[src/rtl/dbns_job_scheduler.sv]
// Round-robin job scheduler for the shared 16-bit DBNS converter / de-converter pair.
// Sequences both stages with start/done handshakes and a per-stage watchdog.
module dbns_job_scheduler #(
   parameter int TIMEOUT = 64,
   parameter int TW      = 8
) (
   input  logic        clk,
   input  logic        rst,
   input  logic        req0_valid,
   input  logic [15:0] req0_data,
   output logic        req0_ready,
   input  logic        req1_valid,
   input  logic [15:0] req1_data,
   output logic        req1_ready,
   output logic        conv_start,
   output logic [15:0] conv_data,
   input  logic        conv_done,
   output logic        deconv_start,
   input  logic        deconv_done,
   input  logic [15:0] deconv_result,
   output logic        rsp_valid,
   output logic [15:0] rsp_data,
   output logic        rsp_id,
   output logic        rsp_err,
   input  logic        rsp_ready,
   output logic        busy
);

   typedef enum logic [1:0] {IDLE, CONV, DECONV, RESP} state_t;

   localparam logic [TW-1:0] WD_LAST = TW'(TIMEOUT - 1);

   state_t        state;
   logic          last_grant;
   logic          job_id;
   logic [TW-1:0] watchdog;
   logic          grant;
   logic          accept;

   // On contention the requester that did not win last time is served.
   always_comb begin
      grant  = (req0_valid & req1_valid) ? ~last_grant : req1_valid;
      accept = (state == IDLE) & (req0_valid | req1_valid);
   end

   assign req0_ready = accept & ~grant;
   assign req1_ready = accept & grant;
   assign busy       = (state != IDLE);

   always_ff @(posedge clk) begin
      if (rst) begin
         state        <= IDLE;
         conv_start   <= 1'b0;
         deconv_start <= 1'b0;
         conv_data    <= '0;
         rsp_valid    <= 1'b0;
         rsp_data     <= '0;
         rsp_id       <= 1'b0;
         rsp_err      <= 1'b0;
         last_grant   <= 1'b1;
         job_id       <= 1'b0;
         watchdog     <= '0;
      end else begin
         // NOTE: start strobes default low here so every set lasts exactly one cycle.
         conv_start   <= 1'b0;
         deconv_start <= 1'b0;
         case (state)
            IDLE: begin
               if (accept) begin
                  conv_data  <= grant ? req1_data : req0_data;
                  job_id     <= grant;
                  last_grant <= grant;
                  conv_start <= 1'b1;
                  watchdog   <= '0;
                  state      <= CONV;
               end
            end
            CONV: begin
               // A done seen alongside the start pulse belongs to no job; it is masked.
               if (conv_done && !conv_start) begin
                  deconv_start <= 1'b1;
                  watchdog     <= '0;
                  state        <= DECONV;
               end else if (watchdog == WD_LAST) begin
                  rsp_data  <= '0;
                  rsp_err   <= 1'b1;
                  rsp_id    <= job_id;
                  rsp_valid <= 1'b1;
                  state     <= RESP;
               end else begin
                  watchdog <= watchdog + 1'b1;
               end
            end
            DECONV: begin
               if (deconv_done && !deconv_start) begin
                  rsp_data  <= deconv_result;
                  rsp_err   <= 1'b0;
                  rsp_id    <= job_id;
                  rsp_valid <= 1'b1;
                  state     <= RESP;
               end else if (watchdog == WD_LAST) begin
                  rsp_data  <= '0;
                  rsp_err   <= 1'b1;
                  rsp_id    <= job_id;
                  rsp_valid <= 1'b1;
                  state     <= RESP;
               end else begin
                  watchdog <= watchdog + 1'b1;
               end
            end
            RESP: begin
               if (rsp_ready) begin
                  rsp_valid <= 1'b0;
                  state     <= IDLE;
               end
            end
            default: state <= IDLE;
         endcase
      end
   end

endmodule

[config.mk]
export PLATFORM = sky130hd
export DESIGN_NAME = dbns_job_scheduler
export DESIGN_NICKNAME = d
export VERILOG_FILES = /design/src/rtl/dbns_job_scheduler.sv
export SDC_FILE = /design/constraint.sdc
export NUM_CORES = 1
export LEC_CHECK = 0
export BUFFER_PORTS_ARGS = -buffer_cell sky130_fd_sc_hd__buf_2
export CORE_MARGIN = 1.5
export CORE_UTILIZATION = 42
export DETAILED_ROUTE_END_ITERATION = 8
export GPL_TIMING_DRIVEN = 0
export PLACE_DENSITY = 0.76
export SYNTH_ARGS = -nofsm -noshare
export SYNTH_HDL_FRONTEND = slang
export SYNTH_SLANG_ARGS = --single-unit
[constraint.sdc]
create_clock -name clk -period 1.8 [get_ports clk]
set_input_delay 0.27 -clock clk [delete_from_list [all_inputs] [get_ports clk]]
set_output_delay 0.27 -clock clk [all_outputs]
set_load 0.02 [all_outputs]
## After elaboration in Yosys (flattened, before gate mapping)

Cells that the tools add are included.

| storage, ports and cells | value |
|---|---|
| bits in registers | 49 |
| bits of input ports | 55 |
| output and inout port bits | 40 |

| cells by class | value |
|---|---|
| add/subtract/negate cells | 1 |
| equality and inequality tests | 8 |
| muxes and demuxes | 32 |
| bitwise operators | 9 |
| reductions and logical operators | 16 |

Operator list:

| kind | number |
|---|---|
| $mux W16 | 4 |
| $mux W8 | 4 |
| $pmux W16 S2 | 1 |
| $pmux W8 S3 | 1 |
| $mux W1 | 13 |
| $mux W2 | 5 |
| $add A8 B1 Y8 const B | 1 |
| $eq A8 B6 Y1 const B | 1 |
| $ne A2 B2 Y1 const B | 4 |
| $pmux W2 S4 | 1 |
| $reduce_and A2 Y1 | 3 |
| $reduce_and A3 Y1 | 2 |
| $reduce_bool A3 Y1 | 2 |
| $and A1 B1 Y1 | 4 |
| $eq A2 B2 Y1 const B | 2 |
| $not A1 Y1 | 4 |
| $pmux W1 S2 | 2 |
| $reduce_bool A2 Y1 | 2 |
| $reduce_or A2 Y1 | 2 |
| $pmux W1 S3 | 1 |
| $eq A2 B1 Y1 const B | 1 |
| $logic_and A1 B1 Y1 | 2 |
| $logic_not A1 Y1 | 2 |
| $logic_not A2 Y1 | 1 |
| $or A1 B1 Y1 | 1 |

## Depth between registers and ports, before layout

Gate-level depths: netlist (run 1).

| logic depth | value |
|---|---|
| depth after elaboration | 4 |
| gate-level depth with buffers | 7 |
| gate-level depth less buffers | 6 |

## Least setup slack after synthesis (run 1)

No wires, ideal clock.

| timing path | value |
|---|---|
| kind | register to register |
| start point | register state[0] |
| end point | register watchdog[3] |
| data arrival time | 1.894 ns |
| setup slack | -0.180 ns |
| cell stages (with the launch flop) | 7 |
| cells stage by stage | dfxtp_1 inv_1 ha_1 and3b_4 or3_4 or4_1 a211oi_1 |

| between the ends | value |
|---|---|
| word-level cells in the longest chain between the ends | 4 |
| elaborated cells on any way between the ends | 9 |
| those cells by class | eq/ne: 4; mux: 1; bitwise: 1; reduce/logical: 3 |

Ends and longest elaborated chain:

| element | line | text |
|---|---|---|
| from (decl) | 33 | `state_t state;` |
| from (signal assigned) | 52 | `state <= IDLE;` |
| from (signal assigned) | 75 | `state <= CONV;` |
| from (signal assigned) | 83 | `state <= DECONV;` |
| $logic_not A2 Y1 | 43, 67 |  |
| $and A1 B1 Y1 | 43 | `accept = (state == IDLE) & (req0_valid \| req1_valid);` |
| $ne A2 B2 Y1 (no line) | - |  |
| $reduce_and A3 Y1 (no line) | - |  |
| to (signal assigned) | 91 | `watchdog <= watchdog + 1'b1;` |
| to (signal assigned) | 108 | `watchdog <= watchdog + 1'b1;` |
| to (decl) | 36 | `logic [TW-1:0] watchdog;` |

Several ways; a longest one is shown, not always the timed one.
A chain may end at the register's enable or synchronous reset.

## Final worst setup path (run 1)

| timing path | value |
|---|---|
| start point | register state[0] |
| end point | register watchdog[0] |

The elaborated chain is that of the path after synthesis.

==> results of run 1 <==
[flip-flops by register name (all words and copies together), names as in the netlist, 2 cells and up]
| register | flops |
|---|---|
| watchdog | 8 |
| rsp_data | 16 |
| state | 2 |
| conv_data | 16 |
[worst max-delay path by stage]
stage / end / slack (ps) / depth (start not counted)
finish: watchdog[0]$_SDFFE_PP0P_ / -100 / 7
global route: watchdog[0]$_SDFFE_PP0P_ / -180 / 7
CTS: watchdog[5]$_SDFFE_PP0P_ / -100 / 6
detailed placement: watchdog[2]$_SDFFE_PP0P_ / -320 / 7
global placement: req1_ready / -310 / 6
floorplan: watchdog[3]$_SDFFE_PP0P_ / -40 / 6
[per-stage QoR]
step | cell area [µm²] | instances | power [mW] | TNS, ps
after floorplan | 2170 | 238 | 1.62 | -107
after global placement | 2720 | 399 | 1.83 | -6140
after detailed placement | 2720 | 399 | 1.83 | -7140
after CTS | 3020 | 418 | 2.59 | -351
after global routing | 3160 | 421 | 2.78 | -1490
final | 3160 | 421 | 2.65 | -351
[cells by family after synthesis]
group,after synthesis,synth area share
AND/OR/NAND/NOR,75,0.178
AO/OA/AOI/OAI,71,0.258
flip-flops,49,0.457
buffers and inverters,36,0.0659
adder cells (fa/ha/maj),7,0.0408
[layer usage]
layer | up-vias | part of all wire
li1 | 1124 | -
met1 | 1084 | 0.44
met2 | 98 | 0.48
met3 | 9 | 0.065
met4 | 0 | 0.015
met5 | - | 0
[area by class of cell]
cell class                 instances  area [µm²]  area share
multi-input combinational        153        1200       0.379
clock buffer                       7        76.3      0.0241
inverter                          22        90.1      0.0285
clock inverter                     1        7.51     0.00237
sequential                        49         988       0.313
timing repair buffer             108         614       0.194
buffer                            14         105      0.0332
tap                               67        83.8      0.0265
[cells in the final DEF (no fill, tap or decap), types with 3 or more instances in the layout]
| master | Yosys | routed |
|---|---|---|
| a211oi_1 | 8 | 4 |
| a211oi_2 | 0 | 4 |
| a21o_1 | 3 | 3 |
| a21oi_1 | 10 | 6 |
| a21oi_4 | 0 | 3 |
| a221oi_1 | 15 | 11 |
| a221oi_2 | 0 | 4 |
| a222oi_1 | 16 | 16 |
| buf_2 | 2 | 93 |
| buf_4 | 1 | 14 |
| buf_8 | 0 | 3 |
| clkbuf_1 | 9 | 6 |
| clkbuf_8 | 0 | 5 |
| dfxtp_1 | 49 | 47 |
| ha_1 | 7 | 3 |
| inv_1 | 22 | 20 |
| nand2_1 | 22 | 21 |
| nand2b_1 | 3 | 3 |
| nand3_1 | 6 | 6 |
| nor2_1 | 21 | 20 |
| nor3_1 | 4 | 3 |
| o21ai_0 | 6 | 5 |
[timing repair]
| item | CTS | global route |
|---|---|---|
| setup buffers | 11 | 2 |
| gates resized for setup | 29 | 30 |
| cloned | 0 | 1 |
| setup endpoints to repair | 32 | 34 |
| pin swaps | 10 | 4 |
[critical path, delay by kind of cell (launching register included)]
| kind | cells | cell delay (ps) |
|---|---|---|
| AO/OA/AOI/OAI | 1 | 180 |
| buffers and inverters | 2 | 200 |
| adder cells (fa/ha/maj) | 1 | 150 |
| AND/OR/NAND/NOR | 3 | 930 |
| flip-flops | 1 | 380 |
[power groups by stage]
stage / registers, mW / logic (mW) / clock network (mW)
finish: 1.21 / 0.814 / 0.629
global route: 1.22 / 0.876 / 0.679
CTS: 1.21 / 0.747 / 0.636
detailed placement: 1.22 / 0.610 / 0
global placement: 1.23 / 0.600 / 0
floorplan: 1.29 / 0.332 / 0
==> results.md, run 1 <==
- Setup violations, final: 5
- Longest Clk Path Bufs: 2
- Root buf cell: clkbuf_8
- Fin worst setup slack: -105 ps
- Yosys top cell by area: dfxtp_1
- Final Net Count: 415
- Share of layout cells above drive strength 1: 0.449
- # H-tree levels: 2
- Worst Hold End: rsp_data[12]$_SDFFE_PP0P_
- Initial Utilization: 0.446
- Peak supply drop: 0.479 mV
- Cell area power density: 839 nW/µm²
- CP endpoint kind: flop
- Die area: 5550 µm²
- Fraction of the yosys area taken by sequential cells: 0.457
- Mapped Area: 2150 µm²
- Seq cells post-synth: 49
- Startpoint Class: flop
- Synth top area cells: dfxtp_1, a222oi_1, a221oi_1, ha_1, inv_1
- DIE WIDTH: 74.5 µm
- Sink Count: 49
- Die Span Y: 74.5 µm
- CP arrival: 2130 ps
- Origin of the worst setup path: state[0]$_SDFFE_PP0P_
- Worst reg2reg path depth: 7
- Sw Share: 0.319
- Final Hold Violating Endpoints: 0
- Post-place setup slack: -319 ps
- Top_reg_cell synth: dfxtp_1
- Netlist cell types: 40
- Synth Instances: 238
- CP Class: reg2reg
- Worst-path cell chain: inv_6, ha_4, and3b_4, or3_4, buf_8, or3_4, a211oi_2
- Clock power frac: 0.237
- Clock Latency Late Sink: 300 ps
- CP max FO: 5
- Hold_sp: deconv_result[12]
- Overflow left after global routing: 0
- RD Place Congestion: 0.856
- Dpl hpwl: 4.16 mm
- Slew at the pin closest to its max-slew limit: 763 ps
- Slew HR: 0.488
- GR peak layer: met2
- Reg2reg start: state[0]$_SDFFE_PP0P_
- Clock Skews: 7.25 ps
- R2r endpoint: watchdog[0]$_SDFFE_PP0P_
- Reg clk slew, reported paths: 90 ps
- DRC: 0
- GRT Overall Usage: 0.232
- Initial DRC count: 230
- Worst path most repeated cell: or3_4
- DR pass1 iterations: 7
- TritonCTS buffer count: 5
- Core Area: 4820 µm²
- PortBufs: 94
- Ant. Diodes: 0
- Worst reg2reg setup slack: -100 ps
- Internal cell power: 1.81 mW
- WHS Path Cells: 3
- Number of synthesized flops with an enable pin: 0
- Initial antenna violation count: 0
- Met2 GRT Util: 0.391
- Status: finished, violations left
- Yosys top cell area share: 0.457
- Comb power frac: 0.307
- Type of the worst min-delay path: in2reg
- RSZ-0062 raised after global routing: yes
- GR Util met1: 0.290
- Top Ports: 95
- Global-route wire length before repair: 9.81 mm
- Max-cap violations: 0
- Failing checks: negative setup slack
- FP Rows: 25
- Slowest cell on the critical path: or3_4
- Sw Pwr: 0.847 mW
- Flop pwr share: 0.456
- Fmax: 525 MHz
- Count leader, synth: dfxtp_1
- Syn Area/Cell: 9.02 µm²
- Tmin final: 1900 ps
- Routed len/inst: 14.6 µm
- CTS tree: built
- Syn Nets: 300
- Ys async rst share: 0
- Filler cell count: 411
- Slew Viols, Final: 0
- Top cells by count, synth: dfxtp_1, inv_1, nand2_1
- Post-Route Utilization: 0.657
- CP Data Required Time: 2030 ps
- Routed WL: 6.13 mm
- # hold bufs at CTS: 0
- Hold_ws: 212 ps
- Vias in the first global route: 2128
- Tcrit/Tclk final: 1.06
- Vias per inst: 5.50
- Largest net degree at the start of global routing: 15
- Via count: 2315
- Synth Warn #: 0
- Area Overhead vs Synth: 47.3%
- Largest stage delay, worst path: 430 ps
- Routed Antenna Nets: 0
- P_leak: 1.35 nW
- GRT met3 Usage: 0.0461
No activity file was read; power rests on OpenSTA's default activity.
==> inputs of run 2 (changes only) <==
Settings changed: CORE_MARGIN 1.5 to default, CTS_BUF_LIST from default to sky130_fd_sc_hd__clkbuf_16.
==> results.md, run 2 (synthesized netlist as in run 1, its figures left out) <==
- Status: finished, violations left
- Failing checks: negative setup slack
- Slowest cell on the critical path: dfxtp_4
- Largest stage delay, worst path: 390 ps (-40 ps)
- GRT Overall Usage: 0.221 (-0.0111)
- Peak supply drop: 0.617 mV (+29%)
- Die area: 5400 µm² (-2.7%)
- Largest net degree at the start of global routing: 17 (+2)
- Area Overhead vs Synth: 48.4%
- Tcrit/Tclk final: 1.03 (-0.0267)
- GR peak layer: met2
- CP arrival: 2070 ps (-60 ps)
- Longest Clk Path Bufs: 2 (unchanged)
- Tmin final: 1860 ps (-48.0 ps)
- FP Rows: 25 (unchanged)
- Fin worst setup slack: -56.6 ps (+48.0 ps)
- Startpoint Class: flop
- Top Ports: 95 (unchanged)
- Fmax: 539 MHz (+2.6%)
- Overflow left after global routing: 0 (unchanged)
- DR pass1 iterations: 7 (unchanged)
- Most frequent cells in the layout: buf_2, dfxtp_1, nand2_1, inv_1, nor2_1
- Root buf cell: clkbuf_16
- P_leak: 1.38 nW (+2.3%)
- Initial DRC count: 208 (-9.6%)
- Die Span Y: 73.5 µm (-1.3%)
- Routed len/inst: 13.8 µm (-5.0%)
- Final Net Count: 416 (+0.24%)
- Vias in the first global route: 1988 (-6.6%)
- Final Hold Violating Endpoints: 0 (unchanged)
- Clock Skews: 11.3 ps (+4.08 ps)
- RD Place Congestion: 0.911 (+6.5%)
- Met2 GRT Util: 0.344 (-0.0473)
- Slew HR: 0.551 (+0.0635)
- Routed WL: 5.84 mm (-4.7%)
- GRT met3 Usage: 0.0645 (+0.0184)
- Worst-path cell chain: inv_4, ha_4, nor3b_4, or3_4, buf_6, or3_4, a211oi_2
- Via count: 2269 (-2.0%)
- Reg clk slew, reported paths: 70 ps (-20 ps)
- Global-route wire length before repair: 9.09 mm (-7.3%)
- Dpl hpwl: 3.88 mm (-6.7%)
- CP Data Required Time: 2010 ps (-20 ps)
- DRC: 0 (unchanged)
- Type of the worst min-delay path: in2reg
- CP Class: reg2reg
- RSZ-0062 raised after global routing: yes
- Largest registers: conv_data: 16 flops, rsp_data: 16 flops, watchdog: 8 flops
- Initial Utilization: 0.446 (unchanged)
- Ant. Diodes: 0 (unchanged)
- Vias per inst: 5.38 (-2.2%)
- Cell area power density: 961 nW/µm² (+15%)
- CP endpoint kind: flop
- Max-cap violations: 0 (unchanged)
- Setup violations, final: 4 (-1)
- GR Util met1: 0.291 (+0.00118)
- Routed Antenna Nets: 0 (unchanged)
- Slew at the pin closest to its max-slew limit: 668 ps (-94.6 ps)
- TritonCTS buffer count: 5 (unchanged)
- Post-Route Utilization: 0.662 (+0.00494)
- DIE WIDTH: 73.5 µm (-1.3%)
- Initial antenna violation count: 0 (unchanged)
- # H-tree levels: 2 (unchanged)
- CP max FO: 5 (unchanged)
- Core Area: 4820 µm² (unchanged)
- Worst path most repeated cell: or3_4
- Slew Viols, Final: 0 (unchanged)
- Commonest non-fill, non-tap cell in the layout: buf_2
- CTS tree: built
- Sink Count: 49 (unchanged)
- Share of layout cells above drive strength 1: 0.439 (-0.00972)
- Clock Latency Late Sink: 300 ps (about the same)
- PortBufs: 94 (unchanged)
- Setup tns final: -195 ps (+156 ps)
-- run 2: cell count changes in the layout (fill, tap and decap cells not counted), sizes merged --
cell	change
clkinv	+1
bufinv	+1
clkbuf	-2
clkinvlp	-1
inv	+1
buf	+1
-- run 2: worst max-delay path, delay by kind of cell (launching register included) --
| kind | cells | cell delay (ps) |
|---|---|---|
| simple gates | 3 | 840 |
| fa+ha+maj | 1 | 170 |
| compound gates | 1 | 170 |
| buf+inv | 2 | 200 |
| flops | 1 | 390 |
-- run 2: layer usage --
| metal | wire [µm] | vias up |
|---|---|---|
| met4 | 72 | 0 |
| li1 | - | 1128 |
| met2 | 2660 | 119 |
| met5 | 0 | - |
| met1 | 2600 | 1016 |
| met3 | 511 | 6 |
-- run 2: area by class of cell --
type                            count  area, µm²
Fill cell                         405       1630
Multi-Input combinational cell    153       1180
Sequential cell                    49        986
Timing Repair Buffer              109        584
Clock buffer                        5        125
Buffer                             14       98.8
Inverter                           22       87.6
Tap cell                           67       83.8
Clock inverter                      3       43.8
-- run 2: final timing paths --
check | from | endpoint | slack (ps) | depth (start not counted)
worst max-delay path | state[1]$_SDFFE_PP0P_ | watchdog[0]$_SDFFE_PP0P_ | -60 | 7
worst max register to register | state[1]$_SDFFE_PP0P_ | watchdog[0]$_SDFFE_PP0P_ | -60 | 7
worst min-delay path | deconv_result[4] | rsp_data[4]$_SDFFE_PP0P_ | 220 | 3
worst min register to register | rsp_data[0]$_SDFFE_PP0P_ | rsp_data[0]$_SDFFE_PP0P_ | 460 | 2
-- run 2: report_power, final --
part           internal [mW]  leakage, nW  total, mW  switching, mW
Combinational          0.346        0.900      0.769          0.423
Sequential              1.16        0.400       1.20         0.0483
Clock                  0.659       0.0842       1.09          0.431
-- run 2: through the flow --
| stage | cells | total power [mW] | area (µm²) | worst slack [ps] | hold WS, ps |
|---|---|---|---|---|---|
| 2_1_floorplan | 238 | 1.62 | 2170 | -35.7 | 418 |
| 3_3_place_gp | 399 | 1.82 | 2720 | -309 | 452 |
| 3_5_place_dp | 399 | 1.83 | 2720 | -324 | 454 |
| 4_1_cts | 419 | 3.03 | 3090 | -98.6 | 220 |
| 5_1_grt | 422 | 3.19 | 3190 | -109 | 231 |
| 6_report | 422 | 3.06 | 3190 | -56.6 | 220 |
-- run 2: timing repair --
item,4_1_cts,5_1_grt
pin swaps,12,9
buffers inserted,11,3
gates cloned,1,0
endpoints found under the hold margin,0,0
resized for setup,29,19
setup endpoints to repair,31,31
hold buffers,0,0
==> inputs of run 3 (changes only) <==
Settings changed: CTS_CLUSTER_DIAMETER from default to 150, RECOVER_POWER from default to 25.
==> results.md, run 3 (synthesized netlist as in run 1, its figures left out) <==
- Largest registers: conv_data: 16 flops, rsp_data: 16 flops, watchdog: 8 flops
- Dpl hpwl: 3.88 mm (unchanged)
- Largest net degree at the start of global routing: 17 (unchanged)
- Status: finished, violations left
- Setup violations, final: 4 (unchanged)
- Reg clk slew, reported paths: 70 ps (about the same)
- Cell area power density: 965 nW/µm² (+0.37%)
- WHS Path Cells: 3 (unchanged)
- CP max FO: 5 (unchanged)
- Sink Count: 49 (unchanged)
- Vias in the first global route: 1988 (unchanged)
- Flop pwr share: 0.395 (+0.002)
- Longest Clk Path Bufs: 2 (unchanged)
- Die area: 5400 µm² (unchanged)
- Routed len/inst: 13.9 µm (+0.15%)
- RSZ-0062 raised after global routing: yes
- GRT Overall Usage: 0.221 (unchanged)
- Sw Share: 0.294 (about the same)
- # hold bufs at CTS: 0 (unchanged)
- R2r endpoint: watchdog[0]$_SDFFE_PP0P_
- Slew Viols, Final: 0 (unchanged)
- TritonCTS buffer count: 5 (unchanged)
- Most frequent cells in the layout: buf_2, dfxtp_1, nand2_1, clkbuf_1
- Vias per inst: 5.37 (about the same)
- Clock power frac: 0.356 (about the same)
- Top Ports: 95 (unchanged)
- Startpoint Class: flop
- Post-place setup slack: -324 ps (unchanged)
- Type of the worst min-delay path: in2reg
- Initial antenna violation count: 0 (unchanged)
- Hold_sp: deconv_result[4]
- # H-tree levels: 2 (unchanged)
- Slowest cell on the critical path: dfxtp_4
- CP Class: reg2reg
- CTS tree: built
- DR pass1 iterations: 6 (-1)
- Peak supply drop: 0.611 mV (-0.98%)
- Sw Pwr: 0.899 mW (-0.39%)
- Clock Skews: 11.4 ps (+0.0641 ps)
- Fmax: 539 MHz (about the same)
- Setup tns final: -195 ps (+0.0430 ps)
- Worst Hold End: rsp_data[4]$_SDFFE_PP0P_
- Tcrit/Tclk final: 1.03 (about the same)
- Worst path most repeated cell: or3_4
- Final Net Count: 416 (unchanged)
- Worst reg2reg path depth: 7 (unchanged)
- Largest stage delay, worst path: 390 ps (about the same)
- Core Area: 4820 µm² (unchanged)
- Routed WL: 5.85 mm (+0.15%)
- Comb power frac: 0.250 (about the same)
- FP Rows: 25 (unchanged)
- Area Overhead vs Synth: 47.4%
- Overflow left after global routing: 0 (unchanged)
- Initial Utilization: 0.446 (unchanged)
- Share of layout cells above drive strength 1: 0.392 (-0.0479)
- Fin worst setup slack: -56.6 ps (+0.00400 ps)
- DRC: 0 (unchanged)
- Internal cell power: 2.16 mW (-0.26%)
- Failing checks: negative setup slack
- Final Hold Violating Endpoints: 0 (unchanged)
- Via count: 2267 (-0.088%)
- Commonest non-fill, non-tap cell in the layout: buf_2
- Tmin final: 1860 ps (-0.00400 ps)
- Reg2reg start: state[1]$_SDFFE_PP0P_
- P_leak: 1.31 nW (-5.2%)
- Clock Latency Late Sink: 300 ps (about the same)
- Post-Route Utilization: 0.657 (-0.00441)
- CP Data Required Time: 2010 ps (about the same)
- Slew at the pin closest to its max-slew limit: 673 ps (+4.18 ps)
- Slew HR: 0.549 (-0.00280)
- Worst-path cell chain: inv_4, ha_4, nor3b_4, or3_4, buf_6, or3_4, a211oi_2
- RD Place Congestion: 0.911 (unchanged)
- Worst reg2reg setup slack: -60 ps (about the same)
- CP endpoint kind: flop
- DIE WIDTH: 73.5 µm (unchanged)
- Initial DRC count: 213 (+2.4%)
- Global-route wire length before repair: 9.09 mm (unchanged)
- Ant. Diodes: 0 (unchanged)
- Routed Antenna Nets: 0 (unchanged)
- CP arrival: 2070 ps (about the same)
- Root buf cell: clkbuf_16
- Die Span Y: 73.5 µm (unchanged)
- PortBufs: 94 (unchanged)
- Max-cap violations: 0 (unchanged)
run 3: power by group through the flow:
| stage | Clock (mW) | Combinational, mW | Sequential (mW) |
|---|---|---|---|
| floorplan | 0 | 0.332 | 1.29 |
| global placement | 0 | 0.599 | 1.22 |
| detailed placement | 0 | 0.603 | 1.22 |
| CTS | 1.10 | 0.731 | 1.20 |
| global route | 1.14 | 0.834 | 1.21 |
| finish | 1.09 | 0.763 | 1.21 |
run 3: worst max-delay path: cells and delay by family, from the launching register on:
kind                       cells  cell delay [ps]
and+or+nand+nor                3              840
DFF                            1              390
buffers and inverters          2              200
adders and majority gates      1              170
AOI/OAI and AO/OA              1              170
run 3: metal layers:
layer / up-vias / GRT usage / share of wire
li1: 1128 / - / -
met1: 1021 / 0.291 / 0.45
met2: 112 / 0.344 / 0.46
met3: 6 / 0.0645 / 0.083
met4: 0 / 0.0791 / 0.012
met5: - / 0 / 0
run 3: worst max-delay path by stage:
stage	from	to	slack [ps]	cells after the start
floorplan	state[0]$_SDFFE_PP0P_	watchdog[3]$_SDFFE_PP0P_	-40	6
global placement	state[0]$_SDFFE_PP0P_	req1_ready	-310	6
detailed placement	state[1]$_SDFFE_PP0P_	watchdog[2]$_SDFFE_PP0P_	-320	7
CTS	state[0]$_SDFFE_PP0P_	watchdog[0]$_SDFFE_PP0P_	-100	7
global route	state[1]$_SDFFE_PP0P_	watchdog[0]$_SDFFE_PP0P_	-110	7
finish	state[1]$_SDFFE_PP0P_	watchdog[0]$_SDFFE_PP0P_	-60	7
run 3: area by class of cell:
cell class                 instances  area [µm²]
buffer                            14        98.8
clock buffer                       5         125
clock inverter                     3        43.8
fill                             416        1650
inverter                          22        87.6
multi-input combinational        153        1180
sequential                        49         986
tap                               67        83.8
timing repair buffer             109         563
run 3: through the flow:
stage	hold slack, ps	total power, mW	cells	cell area [µm²]
2_1_floorplan	418	1.62	238	2170
3_3_place_gp	452	1.82	399	2720
3_5_place_dp	454	1.83	399	2720
4_1_cts	220	3.03	419	3090
5_1_grt	231	3.19	422	3170
6_report	220	3.05	422	3170
run 3: repair_timing:
item / CTS / global route
setup buffers: 11 / 3
gates resized for setup: 29 / 19
pin swaps: 12 / 9
endpoints found under the setup margin: 31 / 31
gates cloned: 1 / 0
